File: src/rtl/sb_tx_arbiter_pkg.sv
// Shared sideband TX definitions.
// Arbiter states and serializer byte defaults.
package sb_tx_arbiter_pkg;

  localparam int SB_WIDTH = 8;
  localparam logic [7:0] SB_IDLE_BYTE = 8'h00;

  typedef enum logic [1:0] {
    IDLE,
    SEND0,
    SEND1
  } sb_state_t;

endpackage

File: src/rtl/sb_rr_pick.sv
// Two-way round-robin pick.
// One-hot result; favours the requester not served last.
module sb_rr_pick (
  input  logic       valid0,
  input  logic       valid1,
  input  logic       rr_last,
  output logic [1:0] pick
);

  always_comb begin
    pick = 2'b00;
    unique case (1'b1)
      (valid0 && valid1):  pick = rr_last ? 2'b01 : 2'b10;
      (valid0 && !valid1): pick = 2'b01;
      (!valid0 && valid1): pick = 2'b10;
      default:             pick = 2'b00;
    endcase
  end

endmodule

File: src/rtl/sb_tx_arbiter.sv
// Sideband TX scheduler: packet-level round-robin
// onto the serializer, one byte per WIDTH-cycle slot.
module sb_tx_arbiter
  import sb_tx_arbiter_pkg::*;
#(
  parameter int WIDTH = SB_WIDTH,
  parameter logic [WIDTH-1:0] IDLE_BYTE =
    WIDTH'(SB_IDLE_BYTE)
) (
  input  logic             clk,
  input  logic             rst,
  input  logic [WIDTH-1:0] req0_data,
  input  logic             req0_valid,
  input  logic             req0_last,
  output logic             req0_ready,
  input  logic [WIDTH-1:0] req1_data,
  input  logic             req1_valid,
  input  logic             req1_last,
  output logic             req1_ready,
  output logic [WIDTH-1:0] par_data,
  output logic [1:0]       grant,
  output logic             busy,
  output logic             underrun
);

  localparam int CW = $clog2(WIDTH);
  localparam logic [CW-1:0] SLOT_LAST =
    CW'(WIDTH - 1);

  logic [CW-1:0]    slot_cnt;
  logic             slot;
  sb_state_t        state;
  sb_state_t        state_nxt;
  logic             rr_last;
  logic             rr_nxt;
  logic             und_nxt;
  logic [WIDTH-1:0] par_nxt;
  logic [1:0]       pick;
  logic             sel0;
  logic             sel1;

  assign slot = (slot_cnt == SLOT_LAST);

  sb_rr_pick u_pick (
    .valid0  (req0_valid),
    .valid1  (req1_valid),
    .rr_last (rr_last),
    .pick    (pick)
  );

  always_comb begin
    sel0 = (state == SEND0) ||
           ((state == IDLE) && pick[0]);
    sel1 = (state == SEND1) ||
           ((state == IDLE) && pick[1]);
    req0_ready = slot && req0_valid && sel0;
    req1_ready = slot && req1_valid && sel1;
  end

  always_comb begin
    state_nxt = state;
    rr_nxt    = rr_last;
    und_nxt   = 1'b0;
    par_nxt   = IDLE_BYTE;
    if (req0_ready) begin
      par_nxt = req0_data;
    end else if (req1_ready) begin
      par_nxt = req1_data;
    end
    if (slot) begin
      unique case (state)
        IDLE: begin
          if (req0_ready) begin
            if (req0_last) rr_nxt = 1'b0;
            else state_nxt = SEND0;
          end else if (req1_ready) begin
            if (req1_last) rr_nxt = 1'b1;
            else state_nxt = SEND1;
          end
        end
        SEND0: begin
          if (!req0_valid) begin
            und_nxt = 1'b1;
          end else if (req0_last) begin
            state_nxt = IDLE;
            rr_nxt    = 1'b0;
          end
        end
        SEND1: begin
          if (!req1_valid) begin
            und_nxt = 1'b1;
          end else if (req1_last) begin
            state_nxt = IDLE;
            rr_nxt    = 1'b1;
          end
        end
        default: state_nxt = IDLE;
      endcase
    end
  end

  always_ff @(posedge clk or negedge rst) begin
    if (!rst) begin
      slot_cnt <= '0;
      state    <= IDLE;
      rr_last  <= 1'b0;
      underrun <= 1'b0;
      par_data <= IDLE_BYTE;
    end else begin
      slot_cnt <= slot ? '0 : slot_cnt + CW'(1);
      state    <= state_nxt;
      rr_last  <= rr_nxt;
      underrun <= und_nxt;
      if (slot) par_data <= par_nxt;
    end
  end

  always_comb begin
    grant = 2'b00;
    unique case (state)
      SEND0:   grant = 2'b01;
      SEND1:   grant = 2'b10;
      default: grant = 2'b00;
    endcase
    busy = (grant != 2'b00);
  end

endmodule

File: config.mk
export PLATFORM = sky130hd
export DESIGN_NAME = sb_tx_arbiter
export DESIGN_NICKNAME = d
export VERILOG_FILES = /design/src/rtl/sb_tx_arbiter_pkg.sv /design/src/rtl/sb_rr_pick.sv /design/src/rtl/sb_tx_arbiter.sv
export SDC_FILE = /design/constraint.sdc
export NUM_CORES = 1
export LEC_CHECK = 0
export CAP_MARGIN = 20
export CORE_MARGIN = 3
export CORE_UTILIZATION = 37
export CTS_CLUSTER_DIAMETER = 200
export DETAILED_ROUTE_END_ITERATION = 12
export PLACE_DENSITY = 0.73
export SLEW_MARGIN = 20
export SYNTH_ARGS = -nofsm -noshare
export SYNTH_HDL_FRONTEND = slang
export SYNTH_HIERARCHICAL = 1
export SYNTH_SLANG_ARGS = --single-unit
File: constraint.sdc
create_clock -name clk -period 1.6 [get_ports clk]
set_input_delay 0.32 -clock clk [delete_from_list [all_inputs] [get_ports clk]]
set_output_delay 0.32 -clock clk [all_outputs]
set_load 0.02 [all_outputs]
* Word-level counts from Yosys, hierarchy flattened *
Index checks and enable logic that the tools add are counted.
W data, S select, Z words.

operators by class
  $add $sub $neg = 1
  equality and inequality tests = 10
  mux-type cells = 26
  reductions and logical operators = 18

operator list
  kind                   count
  $mux W2                9
  $mux W8                2
  $pmux W2 S3            2
  $logic_and A1 B1 Y1    9
  $mux W1                9
  $ne A3 B3 Y1 const B   3
  $ne A2 B2 Y1 const B   4
  $reduce_and A8 Y1      1
  $reduce_and A5 Y1      1
  $pmux W2 S2            1
  $add A3 B1 Y3 const B  1
  $eq A3 B3 Y1 const B   1
  $mux W3                1
  $pmux W1 S3            1
  $reduce_bool A3 Y1     1
  $eq A2 B1 Y1 const B   1
  $eq A2 B2 Y1 const B   1
  $logic_not A1 Y1       2
  $logic_not A2 Y1       1
  $logic_or A1 B1 Y1     2
  $pmux W1 S2            1
  $reduce_bool A2 Y1     1

storage, ports and cells
  bits in registers = 15
  logic and storage cells = 60

* Longest topological paths before layout *
  word-level depth = 9
  gate-level depth with buffers = 7
  gate-level depth less buffers = 7

* Modules after synthesis *
Netlist, hierarchy kept.

by module, submodules not included
  module         times used  cells an instance  area an instance (µm²)  sequential area each (µm²)
  sb_tx_arbiter  1           81                 860.8                   375.4
  sb_rr_pick     1           3                  18.8                    0.0

* Worst setup path before layout *
OpenSTA, ideal clock, no wires.

  path type = flip-flop to flip-flop
  start = reg state[0]
  end = reg rr_last
  arrival = 1.505 ns
  data required time = 1.482 ns
  path slack = -0.023 ns
  stages on the path, launching flop included = 8
  path buffers = 1
  cells stage by stage = dfrtp_1 > inv_1 > ha_1 > a21oi_1 > nor2_1 > buf_2 > a21oi_1 > a21o_1

on the way
  longest elaborated chain between the ends = 6
  elaborated cells between the ends (all ways) = 16

ends and longest elaborated chain
  what                                                                      RTL line              source
  start: declaration                                                        sb_tx_arbiter.sv:32   sb_state_t state;
  start signal: assignment                                                  sb_tx_arbiter.sv:111  state <= state_nxt;
  $logic_not A2 Y1                                                          sb_tx_arbiter.sv:53   ((state == IDLE) && pick[0]);
  $logic_and A1 B1 Y1                                                       sb_tx_arbiter.sv:53
  $logic_or A1 B1 Y1 (*)                                                    sb_tx_arbiter.sv:52   sel0 = (state == SEND0) ||
  $logic_and A1 B1 Y1 (*)                                                   sb_tx_arbiter.sv:56   req0_ready = slot && req0_valid && sel0;
  net req0_ready                                                            sb_tx_arbiter.sv:15   output logic req0_ready,
  $ne A3 B3 Y1 (no source line) / $mux W1 (equally long branches)           -
  $reduce_and A5 Y1 (no source line) / $pmux W1 S3 (equally long branches)  -
  end signal: assignment                                                    sb_tx_arbiter.sv:112  rr_last <= rr_nxt;
  end: declaration                                                          sb_tx_arbiter.sv:34   logic rr_last;

The timed path passes the listed nets; every way through them passes the cells marked *.
A chain may end at the register's enable or synchronous reset.

* Final worst setup path *
  start = reg state[1]
  end = reg rr_last

on the way
  longest elaborated chain between the ends = 6
  elaborated cells between the ends (all ways) = 16

ends and longest elaborated chain
  what                                                                      RTL line
  $logic_not A2 Y1                                                          sb_tx_arbiter.sv:53, sb_tx_arbiter.sv:55, sb_tx_arbiter.sv:71
  $logic_and A1 B1 Y1, on equally long branches                             sb_tx_arbiter.sv:53, sb_tx_arbiter.sv:55
  $logic_or A1 B1 Y1, on equally long branches                              sb_tx_arbiter.sv:52, sb_tx_arbiter.sv:54
  $logic_and A1 B1 Y1, on equally long branches                             sb_tx_arbiter.sv:56, sb_tx_arbiter.sv:57
  $ne A3 B3 Y1 (no source line) / $mux W1 (equally long branches)           -
  $reduce_and A5 Y1 (no source line) / $pmux W1 S3 (equally long branches)  -

Several ways; a longest one is shown, not always the timed one.

==> results.md <==
- Hold Path Class: in -> async
- Setup ws final: -0.1357 ns
- Final wirelength: 3049 µm
- Die Wd: 54.76 µm
- Vias after detailed routing: 969
- Failing checks: negative setup slack
- Total CTS buffers: 3
- Cell types with the highest counts after synthesis: dfrtp_1 (15), a221o_1 (9), nor2b_1 (9), ha_1 (8), inv_1 (8)
- Max-Cap Viols: 0
- Clock tree from TritonCTS: done
- Met1 Track Usage GR: 23.75%
- Ys flop type: dfrtp_1
- Syn nets: 114
- Total GRT Usage: 19.69%
- Core area: 2233 µm²
- XOR/XNOR Fraction of Synth Area: 0%
- Slew HR: 80.98%
- Simple-gate area share of the yosys netlist: 13.37%
- IO Port Bufs: 35
- Antenna-violating nets left: 0
- H-tree lvl count: 1
- GR peak layer: met2
- Area share of the largest cell type after synthesis: 42.67%
- CP Capture Type: flop
- Row cnt: 17
- HPWL after DPL: 2061 µm
- Placed insts: 170
- Ranking of synthesized cells by area: dfrtp_1 (43%), ha_1 (11%), a221o_1 (10%), nor2b_1 (6.4%), inv_1 (3.4%)
- 1st-iter DRT viols: 37
- Seq cells post-synth: 15
- Flop2flop setup slack: -0.14 ns
- Largest net degree at the start of global routing: 16
- Syn Inst Count: 84
- Synth Area in Adders: 11.38%
- Via-to-Cell Ratio: 5.266
- Area of the die: 2998 µm²
- Grt met2 use: 34.45%
- Post-synthesis cell area: 879.6 µm²
- Compound-Gate Fraction of Synth Area: 26.46%
- Clock Skews: 0.005165 ns
- DR DRC count: 0
- Vias in the first global route: 922
- Grt ovf: 0
- DRT Pass-1 Iters: 4
- Fin crit period: 1.736 ns
- Syn avg cell area: 10.47 µm²
- Most numerous cell in the Yosys netlist: dfrtp_1
- Post-CTS Hold Buffers: 0
- Area grow syn2layout: 91.47%
- Req. time, crit path: 1.78 ns
- Number of synthesized flops with an enable pin: 0
- P per Cell Area: 962.5 nW/µm²
- Kind of critical path: reg -> reg
- Slew Viols, Final: 0
- First-pass GRT wire length: 4195 µm
- Peak supply drop: 0.7658 mV
- Final hold vios: 0
- Fin crit share: 108.5%
- Crit start category: flop
- Multiplexer share of the synthesized area: 1.138%
- # IOs: 36
- Worst-Margin Slew: 0.2834 ns
- Worst Hold Slack: 0.3355 ns
- Setup violations, final: 15
- RSZ-0062 raised after global routing: yes
- Reg2reg end: rr_last
- Outcome: complete, but fails checks
- Die Y: 54.76 µm
- Sequential share of the synthesized area: 42.67%
- Clock Pin Slew Worst Setup and Hold Paths: 0.09 ns
- CTS Buffer Depth: 2
- Unique masters post-synth: 27
- Clock sink total: 15
- Clk Latency, worst-skew pair: 0.28 ns
- Cell taking the most area after synthesis: dfrtp_1
- Main combinational cell family by area after synthesis: compound AO/OA/AOI/OAI gates
- Final Net Count: 187
- Root Driver: clkbuf_4
- DR WL/cell: 16.57 µm
- Met3 Use GR: 5.450%
- Data arrival, critical path: 1.92 ns
- Fmax: 0.5761 GHz
- R2R cell count: 7
- Setup TNS: -1.203 ns
- Worst R2R Start: state[1]
- Post-Layout Cell Count: 184
- Utilization after layout: 75.41%
- Initial core utilization: 39.38%
- Ys Warns: 6
- Leak pwr: 0.8601 nW
- Initial antenna violation count: 0
- CP max FO: 4
- Antenna fix cells: 0
- Routability cong.: 0.8008
- Synth async-reset ratio: 100.0%
- Ratio of cells with drive above 1 in the final layout: 42.31%
## power breakdown
part	internal, W	switching [W]	total [W]
Clock	0.0000928	0.000123	0.000216
Combinational	0.000498	0.000432	0.000931
Sequential	0.000434	0.0000412	0.000475
Total	0.00102	0.000596	0.00162
## stage by stage
stage               total power [W]  setup slack (ns)  area [µm²]
floorplan                 0.0008363          0.003163       884.6
global placement           0.001203           -0.6386        1445
detailed placement         0.001230           -0.6657        1445
CTS                        0.001578           -0.1379        1623
global route               0.001714           -0.2053        1684
finish                     0.001621           -0.1357        1684
## state kept, by name (all words and copies together), names as in the netlist
name / flops
underrun: 1
rr_last: 1
par_data: 8
slot_cnt: 3
state: 2
## cell usage in the layout (no fill, tap or decap), drive strengths merged, types with 4 or more instances in the layout
master         count
nor2b              9
clkdlybuf4s50     23
nand2              4
dfrtp             15
buf               40
dlymetal6s2s       5
ha                 8
a221o              9
inv                9
## layout make-up
type	count	area [µm²]
multi-input cells	58	576.8
well taps	28	35.03
fillers	145	549.3
flip-flops and latches	15	375.4
clock inverters	1	5.005
inverters	9	33.78
clock buffers	3	22.52
repair buffers	70	635.6
## worst max path at each step
stage | start | endpoint | slack (ns)
finish | state[1] | rr_last | -0.14
global route | state[1] | rr_last | -0.21
CTS | state[0] | state[0] | -0.14
detailed placement | req1_valid | req1_ready | -0.67
global placement | req1_valid | req1_ready | -0.64
floorplan | state[0] | rr_last | 0.003
## worst max-delay path, cell delays in order (launching register included)
cell      delay, ns
dfrtp_1        0.43
buf_4          0.15
buf_4          0.13
ha_4           0.15
nor2b_1        0.16
o221ai_2       0.13
a221o_1        0.33
a21o_1         0.16
## routing by layer
metal	wire [µm]	up-vias	share of wire [%]
met5	0	-	0
met4	44	0	1.4
met3	132	6	4.3
met2	1661	35	54
met1	1210	475	40
li1	-	453	-
## timing repair
action | 4_1_cts | 5_1_grt
buffers inserted | 8 | 2
setup endpoints to repair | 16 | 20
pin swaps | 9 | 8
gates resized for setup | 53 | 12
## cell families after synthesis
family | Yosys count
AOI/OAI and AO/OA | 28
and+or+nand+nor | 21
DFF | 15
buffers and inverters | 11
adders and majority gates | 8
muxes | 1
Note: power is estimated with default switching activity, not from simulation.
